File: src/rtl/key_pkg.sv
// Shared constants for the key conditioning slice: per-key FSM state encoding
// and default debounce / auto-repeat periods (50 MHz system clock).
package key_pkg;

  typedef logic [1:0] key_state_t;

  localparam key_state_t ST_IDLE      = 2'd0;
  localparam key_state_t ST_PRESS_DEB = 2'd1;
  localparam key_state_t ST_HELD      = 2'd2;
  localparam key_state_t ST_REL_DEB   = 2'd3;

  localparam logic [19:0] CNT_MAX_DEF    = 20'd999_999;
  localparam logic [24:0] REPEAT_MAX_DEF = 25'd24_999_999;

endpackage

File: src/rtl/key_debounce.sv
// One active-low push button: 2-flop synchroniser, press/release debounce FSM,
// optional auto-repeat while held (KEY_AUTO_REPEAT_EN).
module key_debounce
  import key_pkg::*;
#(
  parameter logic [19:0] CNT_MAX    = CNT_MAX_DEF
`ifdef KEY_AUTO_REPEAT_EN
  ,
  parameter logic [24:0] REPEAT_MAX = REPEAT_MAX_DEF
`endif
) (
  input  logic sys_clk,
  input  logic sys_rst,
  input  logic i_key_n,
  output logic o_confirm,
  output logic o_not_idle
);

  logic       r_sync1;
  logic       r_sync2;
  key_state_t r_state;
  logic [19:0] r_cnt;
  logic       r_confirm;
  logic       w_key_s;
  logic       w_rep_fire;

  // NOTE: the synchroniser presets to 1 (released) so reset release never looks like a press.
  always_ff @(posedge sys_clk or posedge sys_rst) begin
    if (sys_rst) begin
      r_sync1 <= 1'b1;
      r_sync2 <= 1'b1;
    end else begin
      r_sync1 <= i_key_n;
      r_sync2 <= r_sync1;
    end
  end

  assign w_key_s = r_sync2;

`ifdef KEY_AUTO_REPEAT_EN
  logic [24:0] r_rep_cnt;
  logic        r_held_q;

  // Repeat period is timed from the first full cycle spent in HELD.
  assign w_rep_fire = (r_state == ST_HELD) && !w_key_s && r_held_q &&
                      (r_rep_cnt == REPEAT_MAX);

  always_ff @(posedge sys_clk or posedge sys_rst) begin
    if (sys_rst) begin
      r_rep_cnt <= '0;
      r_held_q  <= 1'b0;
    end else begin
      r_held_q <= (r_state == ST_HELD);
      if ((r_state != ST_HELD) || w_key_s || !r_held_q || w_rep_fire)
        r_rep_cnt <= '0;
      else
        r_rep_cnt <= r_rep_cnt + 25'd1;
    end
  end
`else
  assign w_rep_fire = 1'b0;
`endif

  // NOTE: all state here is updated with non-blocking assignments so every flop samples pre-edge values.
  always_ff @(posedge sys_clk or posedge sys_rst) begin
    if (sys_rst) begin
      r_state   <= ST_IDLE;
      r_cnt     <= '0;
      r_confirm <= 1'b0;
    end else begin
      r_confirm <= w_rep_fire;
      case (r_state)
        ST_IDLE: begin
          r_cnt <= '0;
          if (!w_key_s) r_state <= ST_PRESS_DEB;
        end
        ST_PRESS_DEB: begin
          if (w_key_s) begin
            r_state <= ST_IDLE;
            r_cnt   <= '0;
          end else if (r_cnt == CNT_MAX) begin
            r_state   <= ST_HELD;
            r_cnt     <= '0;
            r_confirm <= 1'b1;
          end else begin
            r_cnt <= r_cnt + 20'd1;
          end
        end
        ST_HELD: begin
          r_cnt <= '0;
          if (w_key_s) r_state <= ST_REL_DEB;
        end
        ST_REL_DEB: begin
          if (!w_key_s) begin
            r_state <= ST_HELD;
            r_cnt   <= '0;
          end else if (r_cnt == CNT_MAX) begin
            r_state <= ST_IDLE;
            r_cnt   <= '0;
          end else begin
            r_cnt <= r_cnt + 20'd1;
          end
        end
        default: begin
          r_state <= ST_IDLE;
          r_cnt   <= '0;
        end
      endcase
    end
  end

  assign o_confirm  = r_confirm;
  assign o_not_idle = (r_state != ST_IDLE);

endmodule

File: src/rtl/key_flag_gen.sv
// Write/read key conditioning for the RAM controller: two debounced keys,
// write-priority arbitration, registered one-cycle flags. Option: KEY_AUTO_REPEAT_EN.
module key_flag_gen
  import key_pkg::*;
#(
  parameter logic [19:0] CNT_MAX    = CNT_MAX_DEF,
  parameter logic [24:0] REPEAT_MAX = REPEAT_MAX_DEF
) (
  input  logic sys_clk,
  input  logic sys_rst,
  input  logic key_wr,
  input  logic key_rd,
  output logic wr_flag,
  output logic rd_flag,
  output logic key_busy
);

  logic w_wr_confirm;
  logic w_rd_confirm;
  logic w_wr_not_idle;
  logic w_rd_not_idle;

  if (REPEAT_MAX == '0) begin : g_bad_repeat
    $error("key_flag_gen: REPEAT_MAX must be nonzero");
  end

  key_debounce #(
    .CNT_MAX    (CNT_MAX)
`ifdef KEY_AUTO_REPEAT_EN
    ,
    .REPEAT_MAX (REPEAT_MAX)
`endif
  ) u_wr_key (
    .sys_clk    (sys_clk),
    .sys_rst    (sys_rst),
    .i_key_n    (key_wr),
    .o_confirm  (w_wr_confirm),
    .o_not_idle (w_wr_not_idle)
  );

  key_debounce #(
    .CNT_MAX    (CNT_MAX)
`ifdef KEY_AUTO_REPEAT_EN
    ,
    .REPEAT_MAX (REPEAT_MAX)
`endif
  ) u_rd_key (
    .sys_clk    (sys_clk),
    .sys_rst    (sys_rst),
    .i_key_n    (key_rd),
    .o_confirm  (w_rd_confirm),
    .o_not_idle (w_rd_not_idle)
  );

  // Write wins a same-cycle tie; the losing read confirm is dropped, not deferred.
  always_ff @(posedge sys_clk or posedge sys_rst) begin
    if (sys_rst) begin
      wr_flag  <= 1'b0;
      rd_flag  <= 1'b0;
      key_busy <= 1'b0;
    end else begin
      wr_flag  <= w_wr_confirm;
      rd_flag  <= w_rd_confirm & ~w_wr_confirm;
      key_busy <= w_wr_not_idle | w_rd_not_idle;
    end
  end

endmodule

File: config.mk
export PLATFORM = sky130hd
export DESIGN_NAME = key_flag_gen
export DESIGN_NICKNAME = d
export VERILOG_FILES = /design/src/rtl/key_pkg.sv /design/src/rtl/key_debounce.sv /design/src/rtl/key_flag_gen.sv
export SDC_FILE = /design/constraint.sdc
export NUM_CORES = 1
export LEC_CHECK = 0
export ABC_AREA = 1
export BUFFER_PORTS_ARGS = -buffer_cell sky130_fd_sc_hd__buf_2
export CORE_ASPECT_RATIO = 1.5
export CORE_UTILIZATION = 60
export DETAILED_ROUTE_END_ITERATION = 8
export PLACE_DENSITY_LB_ADDON = 0.2
export SLEW_MARGIN = 20
export SYNTH_ARGS = -nofsm -noshare
export SYNTH_HDL_FRONTEND = slang
export SYNTH_HIERARCHICAL = 1
export SYNTH_SLANG_ARGS = --single-unit
File: constraint.sdc
create_clock -name sys_clk -period 3.1 [get_ports sys_clk]
set_input_delay 0.31 -clock sys_clk [delete_from_list [all_inputs] [get_ports sys_clk]]
set_output_delay 0.31 -clock sys_clk [all_outputs]
set_load 0.1 [all_outputs]
== Yosys cells after proc, flatten, opt, wreduce, memory -nomap -nowiden ==
Cells that the tools add are included.

* Flip-flop bits (word level): 53
* Input port bits: 4
* Logic and storage cells: 70
* Output and inout port bits: 3

* Equality and inequality tests: 16
* Reductions and logical operators: 8
* Mux-type cells: 28
* $add $sub $neg: 2
* Bitwise gates (word level): 3

{| class="wikitable"
|+ Operator list
! operator !! count
|-
| $mux W20 || 6
|-
| $pmux W20 S3 || 2
|-
| $add A20 B1 Y20 const B || 2
|-
| $eq A20 B20 Y1 const B || 2
|-
| $mux W2 || 12
|-
| $pmux W2 S4 || 2
|-
| $eq A2 B2 Y1 const B || 4
|-
| $reduce_and A4 Y1 || 2
|-
| $mux W1 || 6
|-
| $ne A3 B1 Y1 const B || 2
|-
| $ne A3 B3 Y1 const B || 2
|-
| $eq A2 B1 Y1 const B || 2
|-
| $logic_not A2 Y1 || 2
|-
| $ne A2 B1 Y1 const B || 2
|-
| $ne A2 B2 Y1 const B || 2
|-
| $reduce_bool A2 Y1 || 2
|-
| $reduce_or A2 Y1 || 2
|-
| $and A1 B1 Y1 || 1
|-
| $not A1 Y1 || 1
|-
| $or A1 B1 Y1 || 1
|}

== Longest topological paths before layout ==
* Word-level depth: 4
* Gate-level depth with buffers: 10
* Gate-level depth less buffers: 9

== Hierarchy ==
Netlist, hierarchy kept.

{| class="wikitable"
|+ By module, submodules not included
! module !! cells each !! area each (um^2) !! instances !! seq. area each (um^2)
|-
| key_debounce (u_wr_key) || 181 || 1378.8 || 1 || 628.1
|-
| key_debounce (u_rd_key) || 152 || 1276.2 || 1 || 628.1
|-
| key_flag_gen || 9 || 100.1 || 1 || 75.1
|}

== Least setup slack after synthesis ==
No wires, ideal clock.

* Kind: reg-to-reg
* Start: register u_wr_key.r_cnt[0]
* End: register u_wr_key.r_cnt[0]
* Clock period less this slack: 1.434 ns
* Path slack: 1.666 ns
* Cell stages (with the launch flop): 10
* Data required time: 3.031 ns
* Arrival: 1.365 ns
* Setup time: 0.069 ns
* Path buffers: 1
* Cells stage by stage: dfrtp_1 -> ha_1 -> nand3_2 -> clkinv_2 -> nand3_2 -> nor2_2 -> nor2_4 -> inv_4 -> buf_12 -> nor2_2

* Word-level cells in the longest chain between the ends: 4
* Elaborated cells between the ends (all ways): 6
* Those cells by class: add/sub (1); eq/ne (1); mux (4)

{| class="wikitable"
|+ RTL lines
! item !! line !! RTL
|-
| start, declared || key_debounce.sv:22 || <nowiki>logic [19:0] r_cnt;</nowiki>
|-
| start signal, assigned || key_debounce.sv:86 || <nowiki>r_cnt <= r_cnt + 20'd1;</nowiki>
|-
| start signal, assigned || key_debounce.sv:101 || <nowiki>r_cnt <= r_cnt + 20'd1;</nowiki>
|-
| $add A20 B1 Y20 or $eq A20 B20 Y1 (tied branches) || n/a ||
|-
| $mux W20 * || key_debounce.sv:81, key_debounce.sv:97 ||
|-
| $mux W20, on equally long branches || key_debounce.sv:94, key_debounce.sv:78 ||
|-
| $pmux W20 S3 * || key_debounce.sv:72 || <nowiki>case (r_state)</nowiki>
|}

Every way passes the cells marked *; elsewhere a longest branch is shown, timed or not.
A chain may end at the register's enable or synchronous reset.

== Worst setup path in the final report ==
* Start: register u_wr_key.r_cnt[0]
* End: register u_wr_key.r_cnt[6]

The elaborated chain is that of the path after synthesis.

==> reports/metrics.csv <==
metric;value;unit
run status;finished clean;
antenna viol nets, final;0;
Starting DRT DRC Count;137;
RSZ-0062 raised after global routing;false;
die height;84.99;um
Sequential Power Share;0.610;
Final Wtd Congestion;0.9582;
Slew @ Worst Pin;0.9277;ns
worst r2r dst;u_wr_key/r_cnt[6]$_DFF_PP0_;
final worst path period share;0.5186;
Max Clk Rate;622.0;MHz
most common cell after layout, fill and taps aside;nand2_1;
Final Power;1.155;mW
CTS Sinks;53;
#FFs+latches synth;53;
register area share after synthesis;0.4832;
mapped cell area;2755;um2
switch share;0.2420;
share of cells above drive strength 1;0.1521;
critical path fanouts, max;12;
synthesis warning total;6;
H-tree levels;2;
vias in the first global route;2147;
drt pass-1 iters;4;
first-pass GRT wire length;8714;um
Residual DRC;0;
top_reg_cell synth;dfrtp_1;
post-route cell area;2917;um2
Synth area leaders;dfrtp_1, nand2_1, nor2_1, inv_1, xor2_1;
most frequent cells in the layout;nand2_1, nor2_1, dfrtp_1;
RR Startpoint;u_wr_key/r_cnt[0]$_DFF_PP0_;
required time of the critical path;3.34;ns
Die W;57.33;um
Final min period;1.608;ns
core area;4318;um2
Clock power frac;0.347;
largest net degree at the start of global routing;26;
Startpoint Class;flop;
Yosys top cell area share;0.4450;
setup TNS;0;ns
largest stage delay on the critical path;0.44;ns
CTS Buf Count;5;
power per cell area;395.9;nW/um2
leakage power;1.253;nW
Crit. End Element;flop;
Inst Count DP;392;
Final Max Slew Viols;0;
GRT Overall Usage;0.2334;
grt ovf;0;
I/O pin cnt;7;
FF-to-FF path depth;8;
Initial Utilization;0.6381;
Final #Nets;360;
Hold Path Sink;u_wr_key/r_sync1$_DFF_PP1_;
CP Cell Sequence;ha_1 > nand3_2 > clkinv_2 > nand3_2 > nor2_2 > nor2_4 > inv_4 > nor2_1;
Buf/Inv on CP;2;
hold path start;key_wr;
Comb pwr share;0.042;
Setup CP Type;flop to flop;
WHS Path Cells;1;
Hold WS;0.08896;ns
Via density;5.162;
WL final;4872;um
Rel. slew slack;0.3808;
Max-Cap Viols;0;
Int Pwr;875.3;uW
Area Overhead vs Synth;5.858;%
Reg2Reg Setup Slack;1.49;ns
root buffer cell;clkbuf_8;
placed cell area;2811;um2
Post-synth ARST share;1.000;
Clk pin slew, worst setup/hold paths;0.10;ns
Skew-Pair Late Insertion Delay;0.31;ns
ANT cells;0;
die area;4872;um2
Port Buffers;6;
Synth area leader;dfrtp_1;
final cell count without fillers;401;
syn_nets;348;
via count;2070;
Top delay family on crit path;simple AND/OR/NAND/NOR gates;
clock skew;0.01112;ns
Post-synth EDFFs;0;
CTS tree;yes;
switching pwr;279.4;uW
pre-CTS setup slack;1.500;ns
post-synth cell types;27;
critical path's slowest cell;dfrtp_1;
Routed wire per std cell;12.15;um
Final Hold Fails;0;
DP Wirelength;3610;um
FP Rows;29;
Post-Syn Instances;342;
cell mode on critical path;nand3_2;
post-synthesis average cell area;8.056;um2
slack of the critical path;1.492;ns
Hold Path Class;primary input to flop;
fin util;0.6755;
clock tree buffer depth;2;
Worst Path Arrival;1.85;ns
initial antenna violation count;0;
count of endpoints failing setup in the final report;0;
maximum vdd drop;0.0002702;V
-- flip-flops by register name (all words and copies together) (netlist names), named ones only --
register and flops:
key_busy 1, u_rd_key/r_sync2 1, u_wr_key/o_confirm 1, u_rd_key/o_confirm 1
u_wr_key/r_cnt 20, u_rd_key/r_state 1, u_rd_key/r_cnt 20, u_wr_key/r_state 1
rd_flag 1, wr_flag 1, u_wr_key/r_sync1 1, u_wr_key/r_sync2 1
u_rd_key/r_sync1 1
-- cell families (layout without fill, tap and decap cells) --
| family | count (synthesis) | after routing | share of synthesized area |
|---|---|---|---|
| AND/OR/NAND/NOR | 213 | 213 | 0.3533 |
| XOR/XNOR | 21 | 21 | 0.06676 |
| flip-flops | 53 | 53 | 0.4832 |
| AO/OA/AOI/OAI | 8 | 8 | 0.01544 |
| adder cells (fa/ha/maj) | 2 | 2 | 0.009081 |
| buffers and inverters | 45 | 58 | 0.07220 |
-- cell usage after synthesis, types with 3 or more instances --
cell type	n
nand4_1	4
nand2_1	83
dfrtp_1	49
nor2_4	6
xor2_1	15
dfstp_2	4
nor3_1	3
a21oi_1	6
inv_1	40
xnor2_1	6
nor2_1	68
nand3_2	3
nand3_1	19
nor2_2	19
-- worst max-delay path by stage --
| stage | from | endpoint | slack, ns | depth (start not counted) |
|---|---|---|---|---|
| 6_report | u_wr_key/r_cnt[0]$_DFF_PP0_ | u_wr_key/r_cnt[6]$_DFF_PP0_ | 1.49 | 8 |
| 3_3_place_gp | u_wr_key/r_cnt[0]$_DFF_PP0_ | u_wr_key/r_cnt[10]$_DFF_PP0_ | 1.57 | 8 |
| 3_5_place_dp | u_wr_key/r_cnt[0]$_DFF_PP0_ | u_wr_key/r_cnt[10]$_DFF_PP0_ | 1.50 | 8 |
| 2_1_floorplan | u_wr_key/r_cnt[0]$_DFF_PP0_ | u_wr_key/r_cnt[0]$_DFF_PP0_ | 1.67 | 9 |
| 5_1_grt | u_rd_key/r_cnt[0]$_DFF_PP0_ | flop | 1.36 | 8 |
| 4_1_cts | u_wr_key/r_cnt[0]$_DFF_PP0_ | u_wr_key/r_cnt[6]$_DFF_PP0_ | 1.49 | 8 |
-- worst register-to-register path, stage by stage, from the launching register on --
cell	delay, ns
dfrtp_1	0.44
ha_1	0.26
nand3_2	0.12
clkinv_2	0.09
nand3_2	0.09
nor2_2	0.05
nor2_4	0.23
inv_4	0.15
nor2_1	0.11
-- layer usage --
| layer | global-route usage | wire length [um] | vias up | share of wire |
|---|---|---|---|---|
| li1 | - | - | 1060 | - |
| met1 | 0.2385 | 1895 | 986 | 0.39 |
| met2 | 0.4556 | 2786 | 17 | 0.57 |
| met3 | 0.03811 | 99 | 7 | 0.020 |
| met4 | 0.09313 | 91 | 0 | 0.019 |
| met5 | 0 | 0 | - | 0 |
-- what timing repair did --
action / CTS / global route
endpoints found under the hold margin: 3 / 0
hold buffers: 1 / 0
resized for setup: 0 / 0
setup buffers: 0 / 0
-- power groups by stage --
stage	logic (mW)	clock network (mW)	registers [mW]
finish	0.0487	0.401	0.705
detailed placement	0.0490	0	0.718
global placement	0.0480	0	0.718
global route	0.0564	0.439	0.706
CTS	0.0502	0.412	0.705
floorplan	0.0369	0	0.722
-- cell type report --
class	instances	area (um2)
inverter	43	167.7
fill	383	1401
sequential	53	1331
tap	46	57.56
multi-input combinational	244	1225
timing repair buffer	7	40.04
clock buffer	5	68.82
clock inverter	3	26.28
Note: power is estimated with default switching activity, not from simulation.
